[src/rtl/aes_pkg.sv]
// Shared AES encipher definitions: key-length encodings, round counts and FSM states.
package aes_pkg;

  typedef enum logic [1:0] {
    KEYLEN_128  = 2'd0,
    KEYLEN_192  = 2'd1,
    KEYLEN_256  = 2'd2,
    KEYLEN_RSVD = 2'd3
  } keylen_e;

  localparam logic [3:0] NR_128 = 4'd10;
  localparam logic [3:0] NR_192 = 4'd12;
  localparam logic [3:0] NR_256 = 4'd14;

  typedef enum logic [1:0] {
    ST_IDLE = 2'd0,
    ST_INIT = 2'd1,
    ST_SBOX = 2'd2,
    ST_MAIN = 2'd3
  } enc_state_e;

  // The reserved encoding runs as AES-256 when it is allowed to start at all.
  function automatic logic [3:0] num_rounds(input keylen_e kl);
    case (kl)
      KEYLEN_128: return NR_128;
      KEYLEN_192: return NR_192;
      default:    return NR_256;
    endcase
  endfunction

endpackage

[src/rtl/aes_enc_round.sv]
// Combinational ShiftRows followed by MixColumns; final_round bypasses MixColumns.
module aes_enc_round (
  input  logic [127:0] state_in,
  input  logic         final_round,
  output logic [127:0] state_out
);

  function automatic logic [7:0] xtime(input logic [7:0] b);
    return {b[6:0], 1'b0} ^ (b[7] ? 8'h1b : 8'h00);
  endfunction

  function automatic logic [31:0] mix_column(input logic [31:0] col);
    logic [7:0] a0, a1, a2, a3;
    {a0, a1, a2, a3} = col;
    return {xtime(a0) ^ xtime(a1) ^ a1 ^ a2 ^ a3,
            a0 ^ xtime(a1) ^ xtime(a2) ^ a2 ^ a3,
            a0 ^ a1 ^ xtime(a2) ^ xtime(a3) ^ a3,
            xtime(a0) ^ a0 ^ a1 ^ a2 ^ xtime(a3)};
  endfunction

  logic [127:0] shifted;

  // Byte 4*c+r is row r of column c; row r rotates left by r columns.
  always_comb begin
    shifted = '0;
    for (int c = 0; c < 4; c++) begin
      for (int r = 0; r < 4; r++) begin
        shifted[127 - 8*(4*c + r) -: 8] = state_in[127 - 8*(4*((c + r) % 4) + r) -: 8];
      end
    end
  end

  always_comb begin
    state_out = shifted;
    if (!final_round) begin
      for (int c = 0; c < 4; c++) begin
        state_out[127 - 32*c -: 32] = mix_column(shifted[127 - 32*c -: 32]);
      end
    end
  end

endmodule

[src/rtl/aes_encipher_block.sv]
// Iterative AES encipher using an external key memory and a shared one-word S-box.
// Define AES_ENC_KEYLEN_CHECK_EN to reject keylen=3 with a one-cycle keylen_err pulse.
module aes_encipher_block
  import aes_pkg::*;
(
  input  logic         clk,
  input  logic         reset,
  input  logic         next,
  input  logic [1:0]   keylen,
  input  logic [127:0] block,
  output logic [3:0]   round,
  input  logic [127:0] round_key,
  output logic [31:0]  sboxw,
  input  logic [31:0]  new_sboxw,
  output logic         ready,
  output logic [127:0] result
`ifdef AES_ENC_KEYLEN_CHECK_EN
  ,
  output logic         keylen_err
`endif
);

  enc_state_e   state_q, state_d;
  keylen_e      keylen_q, keylen_d;
  logic [127:0] blk_q, blk_d;
  logic [3:0]   round_ctr_q, round_ctr_d;
  logic [1:0]   word_ctr_q, word_ctr_d;
  logic         ready_q, ready_d;
  logic [127:0] result_q, result_d;
  logic [127:0] round_out;
  logic         start;
  logic         final_round;

  assign final_round = (round_ctr_q == num_rounds(keylen_q));

  aes_enc_round u_round (
    .state_in    (blk_q),
    .final_round (final_round),
    .state_out   (round_out)
  );

`ifdef AES_ENC_KEYLEN_CHECK_EN
  logic keylen_err_q, keylen_err_d;

  assign start        = next && (keylen != KEYLEN_RSVD);
  assign keylen_err_d = (state_q == ST_IDLE) && next && (keylen == KEYLEN_RSVD);
  assign keylen_err   = keylen_err_q;

  always_ff @(posedge clk) begin
    if (reset) keylen_err_q <= 1'b0;
    else       keylen_err_q <= keylen_err_d;
  end
`else
  assign start = next;
`endif

  always_ff @(posedge clk) begin
    if (reset) begin
      state_q     <= ST_IDLE;
      keylen_q    <= KEYLEN_128;
      blk_q       <= '0;
      round_ctr_q <= '0;
      word_ctr_q  <= '0;
      ready_q     <= 1'b1;
      result_q    <= '0;
    end else begin
      state_q     <= state_d;
      keylen_q    <= keylen_d;
      blk_q       <= blk_d;
      round_ctr_q <= round_ctr_d;
      word_ctr_q  <= word_ctr_d;
      ready_q     <= ready_d;
      result_q    <= result_d;
    end
  end

  always_comb begin
    state_d = state_q;
    case (state_q)
      ST_IDLE: if (start) state_d = ST_INIT;
      ST_INIT: state_d = ST_SBOX;
      ST_SBOX: if (word_ctr_q == 2'd3) state_d = ST_MAIN;
      ST_MAIN: state_d = final_round ? ST_IDLE : ST_SBOX;
      default: state_d = ST_IDLE;
    endcase
  end

  // Word 0 of the state is [127:96], so the slot base is the inverted word index.
  always_comb begin
    blk_d       = blk_q;
    keylen_d    = keylen_q;
    round_ctr_d = round_ctr_q;
    word_ctr_d  = word_ctr_q;
    ready_d     = ready_q;
    result_d    = result_q;
    round       = 4'd0;
    sboxw       = 32'd0;
    case (state_q)
      ST_IDLE: begin
        if (start) begin
          blk_d       = block;
          keylen_d    = keylen_e'(keylen);
          ready_d     = 1'b0;
          round_ctr_d = 4'd0;
          word_ctr_d  = 2'd0;
        end
      end
      ST_INIT: begin
        blk_d       = blk_q ^ round_key;
        round_ctr_d = 4'd1;
      end
      ST_SBOX: begin
        round                              = round_ctr_q;
        sboxw                              = blk_q[{~word_ctr_q, 5'd0} +: 32];
        blk_d[{~word_ctr_q, 5'd0} +: 32]   = new_sboxw;
        word_ctr_d                         = word_ctr_q + 2'd1;
      end
      ST_MAIN: begin
        round = round_ctr_q;
        blk_d = round_out ^ round_key;
        if (final_round) begin
          result_d = round_out ^ round_key;
          ready_d  = 1'b1;
        end else begin
          round_ctr_d = round_ctr_q + 4'd1;
        end
      end
      default: ;
    endcase
  end

  assign ready  = ready_q;
  assign result = result_q;

endmodule

[config.mk]
export PLATFORM = sky130hd
export DESIGN_NAME = aes_encipher_block
export DESIGN_NICKNAME = d
export VERILOG_FILES = /design/src/rtl/aes_pkg.sv /design/src/rtl/aes_enc_round.sv /design/src/rtl/aes_encipher_block.sv
export SDC_FILE = /design/constraint.sdc
export NUM_CORES = 1
export LEC_CHECK = 0
export CAP_MARGIN = 20
export CORE_UTILIZATION = 45
export DETAILED_ROUTE_END_ITERATION = 8
export PLACE_DENSITY = 0.74
export SYNTH_ARGS = -nofsm -noshare
export SYNTH_HDL_FRONTEND = slang
export SYNTH_HIERARCHICAL = 1
export SYNTH_SLANG_ARGS = --single-unit
[constraint.sdc]
create_clock -name clk -period 2.5 [get_ports clk]
set_clock_uncertainty 0.05 [all_clocks]
set_input_delay 0.5 -clock clk [delete_from_list [all_inputs] [get_ports clk]]
set_output_delay 0.5 -clock clk [all_outputs]
set_load 0.1 [all_outputs]
# Yosys cells after proc, flatten, opt, wreduce, memory -nomap -nowiden
# Cells that the tools add are included.
# totals
output_inout_bits	165
input_bits	293
ff_bits	267
# classes
reduce_logical	12
n_eq_ne	10
addsub	3
n_shift	3
bitwise	83
muxes	35
# op_table
operator	n
$xor 8x8->8	80
$pmux 128 s4	1
$mux 128	2
$xor 128x128->128	2
$bwmux 128	1
$shift 32x9->128 const A	1
$shiftx 128x8->32	1
$shiftx 32x9->128	1
$mux 5	16
$mux 32	1
$mux 4	3
$pmux 4 s3	1
$neg 7->9	1
$mux 2	4
$ne 2x2->1 const B	4
$pmux 2 s4	1
$reduce_and 2->1	4
$eq 2x2->1 const B	3
$pmux 3 s2	1
$reduce_and 3->1	2
$add 4x1->4 const B	1
$eq 2x1->1 const B	2
$eq 4x4->1	1
$logic_not 2->1	2
other kinds (8)	10

# Logic depth before layout (Yosys ltp)
# depth
depth_word	9
mapped_depth	11
ltp_nobuf	9

# Hierarchy
# The synthesis kept the hierarchy.
# by_module_without_submodules
module	seq_area_each_um2	area_each_um2	cells_each	instances
aes_encipher_block	5345.1	17594.4	2134	1
aes_enc_round	0.0	5393.9	749	1

# Worst setup path before layout
# OpenSTA, ideal clock, no wires.
# synth_timing
path_type	flip-flop to output port
from	register state_q[1]
to	output sboxw[10]
path_slack_ns	-0.132
arrival_ns	2.082
t_required_ns	1.950
stages_incl_launch_ff	6
path_cell_list	dfxtp_1 > buf_2 > clkbuf_1 > nor2b_1 > clkbuf_1 > and2_1
# synth_via
elab_chain_cells	2
# synth_rtl
item	line	rtl
start, declared	aes_encipher_block.sv:23	enc_state_e state_q, state_d;
start signal, assigned	aes_encipher_block.sv:67	state_q <= state_d;
$eq 2x2->1	aes_encipher_block.sv:98	case (state_q)
$mux 32	aes_encipher_block.sv:98	
end, declared	aes_encipher_block.sv:13	output logic [31:0] sboxw,
# Every way passes these cells.

# Worst setup path in the final report
# layout_timing
from	register blk_q[36]
to	output sboxw[4]
# layout_via
elab_chain_cells	2
# layout_rtl
item	line	rtl
start, declared	aes_encipher_block.sv:25	logic [127:0] blk_q, blk_d;
start signal, assigned	aes_encipher_block.sv:69	blk_q <= blk_d;
$shiftx 128x8->32	aes_encipher_block.sv:114	sboxw = blk_q[{~word_ctr_q, 5'd0} +: 32];
$mux 32	aes_encipher_block.sv:98	
# Every way passes these cells.

==> impl_metrics.ini <==
[clocking]
cts_tree = done
clk_pin_slew_worst_paths_ns = 0.06
numCtsBuffers = 36
clk_latency_ns = 0.57
clockBufferDepth = 3
cts_root_buf = clkbuf_16
cts_max_level = 2
cts.sinks = 267

[floorplan]
rows = 82
die-area_um2 = 52000
fp.dieW_um = 228
start_util_pct = 45.7
placeableCoreArea_um2 = 50300
io_pins = 458
fp.dieH_um = 228

[global_routing]
grt_pass1_wl_um = 179000
track_usage_pct = 47.1
overflow = 0
grt_pass1_vias = 25400
grt_max_degree = 92
antenna_found_initial = 6

[critical_path]
r2r_setup_slack_ns = -0.03
crit_required_ns = 1.95
crit_path_max_fanout = 4
r2r_end = blk_q[53]
cp-end-kind = output port
reg2reg_from = blk_q[69]
critPathLaunchType = flop
crit_type = flop to output port
crit_arrival_ns = 2.15
r2r_cells = 8

[layout]
drive_gt1_share_pct = 26.8
nNetsFinal = 3907
fillCellCount = 4200
instances_no_fill = 4316
syn2layout_area_growth_pct = 47.5
finish.instance_area_um2 = 33900

[logic_synthesis]
synth_nets = 3182
syn_avg_cell_area_um2 = 7.97
synthFlopType = dfxtp_1
synth_edf_count = 0
synth_top_area_share_pct = 23.3
yosys_warnings = 6
syn_area_um2 = 23000
synth_top_area_cell = dfxtp_1
synth_seq_cells = 267
ys_async_sr_fraction_pct = 0
yosys-top-cells-area = dfxtp_1 (23%), xnor2_1 (16%), xor2_1 (10%)
synth_cells = 2883
ys_seq_area_share_pct = 23.3
ys_types = 55

[hold_path]
hold_path_depth = 2
hold_class = primary input to flop
hold_path.startpoint = reset
holdPathEnd = result[124]

[sta]
max_freq_mhz = 370
finalSetupViolCount = 34
worst_pin_slew_ns = 0.863
fin_crit_sh_pct = 108
min_period_ns = 2.70
drv_slew = 0
slew_headroom_pct = 42.4
fin_ws_ns = -0.202
setup_tns_ns = -4.87
rsz0062_at_grt = yes
hold_viol_final = 0

[power]
p_comb_share_pct = 61.6
clock_power_share_pct = 19.6
power_density_nw_per_um2 = 850
switching_power_uw = 12200
p_int_uw = 16600
vdd_drop_max_mv = 0.675
leakage_uw = 0.0136
seq_power_share_pct = 18.9
p_sw_share_pct = 42.3

[placement]
dp.cells = 4183
hpwlAfterDp_um = 97000
portBuffers = 457
place_congestion = 1.10
placed_cell_area_um2 = 31100

[routing]
wirelength_um = 128000
drt-initial-drc-count = 3338
ant_nets = 0
wire_per_inst_um = 29.6
viasPerCell = 6.24
route.detailed.drc = 0
dr.pass1.iters = 6
vias = 26900

[run_status]
outcome = complete, but fails checks
violations = setup timing

[run]
maxCapViolations = 0
[flip-flops by register name, summed over array words and instances (netlist names)]
name / cells
state_q: 2
blk_q: 128
keylen_q: 2
result: 128
ready: 1
word_ctr_q: 2
round_ctr_q: 4
[how the worst max path moves through the flow]
stage	startpoint	endpoint	slack, ns	cells past startpoint
2_1_floorplan	word_ctr_q[1]	sboxw[31]	0.02	4
3_3_place_gp	round_ctr_q[1]	blk_q[84]	-0.31	11
3_5_place_dp	round_ctr_q[1]	blk_q[84]	-0.30	11
4_1_cts	word_ctr_q[1]	sboxw[16]	-0.19	5
5_1_grt	word_ctr_q[1]	sboxw[16]	-0.21	5
6_report	blk_q[36]	sboxw[4]	-0.20	4
[timing repair]
| item | in CTS | in global routing |
|---|---|---|
| hold buffers | 0 | 0 |
| setup endpoints to repair | 106 | 162 |
| gates cloned | 11 | 6 |
| endpoints found under the hold margin | 0 | 0 |
| pin swaps | 36 | 58 |
| resized for setup | 164 | 122 |
| buffers inserted | 34 | 15 |
[synth_stat cells (all sizes together) (3+ instances only)]
library cell / number
xnor2: 411
xor2: 279
dfxtp: 267
nand2: 259
o21ai: 249
nor2: 244
clkbuf: 177
nor3: 126
a22o: 112
a21oi: 99
a21o: 97
buf: 94
a211oi: 84
a21boi: 76
or3: 52
o2bb2ai: 48
and2: 37
a22oi: 35
a32oi: 32
mux4: 32
o22ai: 31
ha: 6
inv: 5
nand2b: 4
nand3: 3
nor2b: 3
[worst max-delay path: stages, from the launching register on]
cell and delay, ns:
dfxtp_1 0.47, buf_4 0.27, mux4_2 0.51, and2_4 0.17
buf_12 0.16
[layer usage]
metal	GRT usage [%]	share of wire, %	vias up
met3	12.3	12	434
met4	30.7	7.5	2
met2	68.4	41	1963
met1	61.3	39	13000
li1	-	-	11500
met5	0	0.014	-
[metrics by stage]
step | utilization [%] | total power, uW | hold slack (ns) | setup WS (ns)
2_1_floorplan | - | 13200 | 0.426 | 0.0236
3_3_place_gp | 61.9 | 21100 | 0.434 | -0.315
3_5_place_dp | 61.9 | 21200 | 0.439 | -0.300
4_1_cts | 66.3 | 27400 | 0.273 | -0.189
5_1_grt | 67.4 | 29500 | 0.314 | -0.212
6_report | 67.5 | 28800 | 0.293 | -0.202
[power by group through the flow]
stage | clock, uW | sequential, uW | combinational (uW)
after floorplan | 0 | 5210 | 7990
after CTS | 5630 | 5360 | 16400
after global placement | 0 | 5440 | 15700
after global routing | 5770 | 5400 | 18300
after detailed placement | 0 | 5440 | 15700
final | 5640 | 5430 | 17700
[placed cells by master (no fill, tap or decap), drive strengths merged, types with 31 or more instances in the layout]
| cell | count |
|---|---|
| a21oi | 99 |
| a32oi | 32 |
| xnor2 | 411 |
| o21ai | 249 |
| o22ai | 31 |
| clkdlybuf4s50 | 290 |
| nand2 | 259 |
| nor2 | 244 |
| a22oi | 35 |
| clkbuf | 56 |
| and2 | 37 |
| dfxtp | 267 |
| a22o | 112 |
| nor3 | 126 |
| xor2 | 279 |
| a21boi | 76 |
| or3 | 52 |
| a21o | 97 |
| a211oi | 84 |
| buf | 660 |
| o2bb2ai | 48 |
| mux4 | 32 |
[cell families (layout without fill, tap and decap cells)]
group	count (synthesis)	count (layout)	share of synthesized area [%]
multiplexers	35	35	3.27
flip-flops	267	267	23.3
AO/OA/AOI/OAI	869	869	26.7
other	0	13	0
adder cells (fa/ha/maj)	6	6	0.327
buffers and inverters	276	1024	5.29
XOR/XNOR	690	690	27.0
AND/OR/NAND/NOR	740	740	14.2
[cell type report]
| class | count | area [um2] | share of cell area [%] |
|---|---|---|---|
| Tap cell | 672 | 841 | 2.48 |
| Multi-Input combinational cell | 2340 | 17100 | 50.3 |
| Sequential cell | 267 | 5410 | 15.9 |
| Clock inverter | 11 | 171 | 0.505 |
| Clock buffer | 50 | 1070 | 3.14 |
| Inverter | 5 | 20.0 | 0.0590 |
| Timing Repair Buffer | 958 | 9320 | 27.5 |
| Antenna cell | 13 | 32.5 | 0.0959 |
Power figures use the tool's default switching activity.
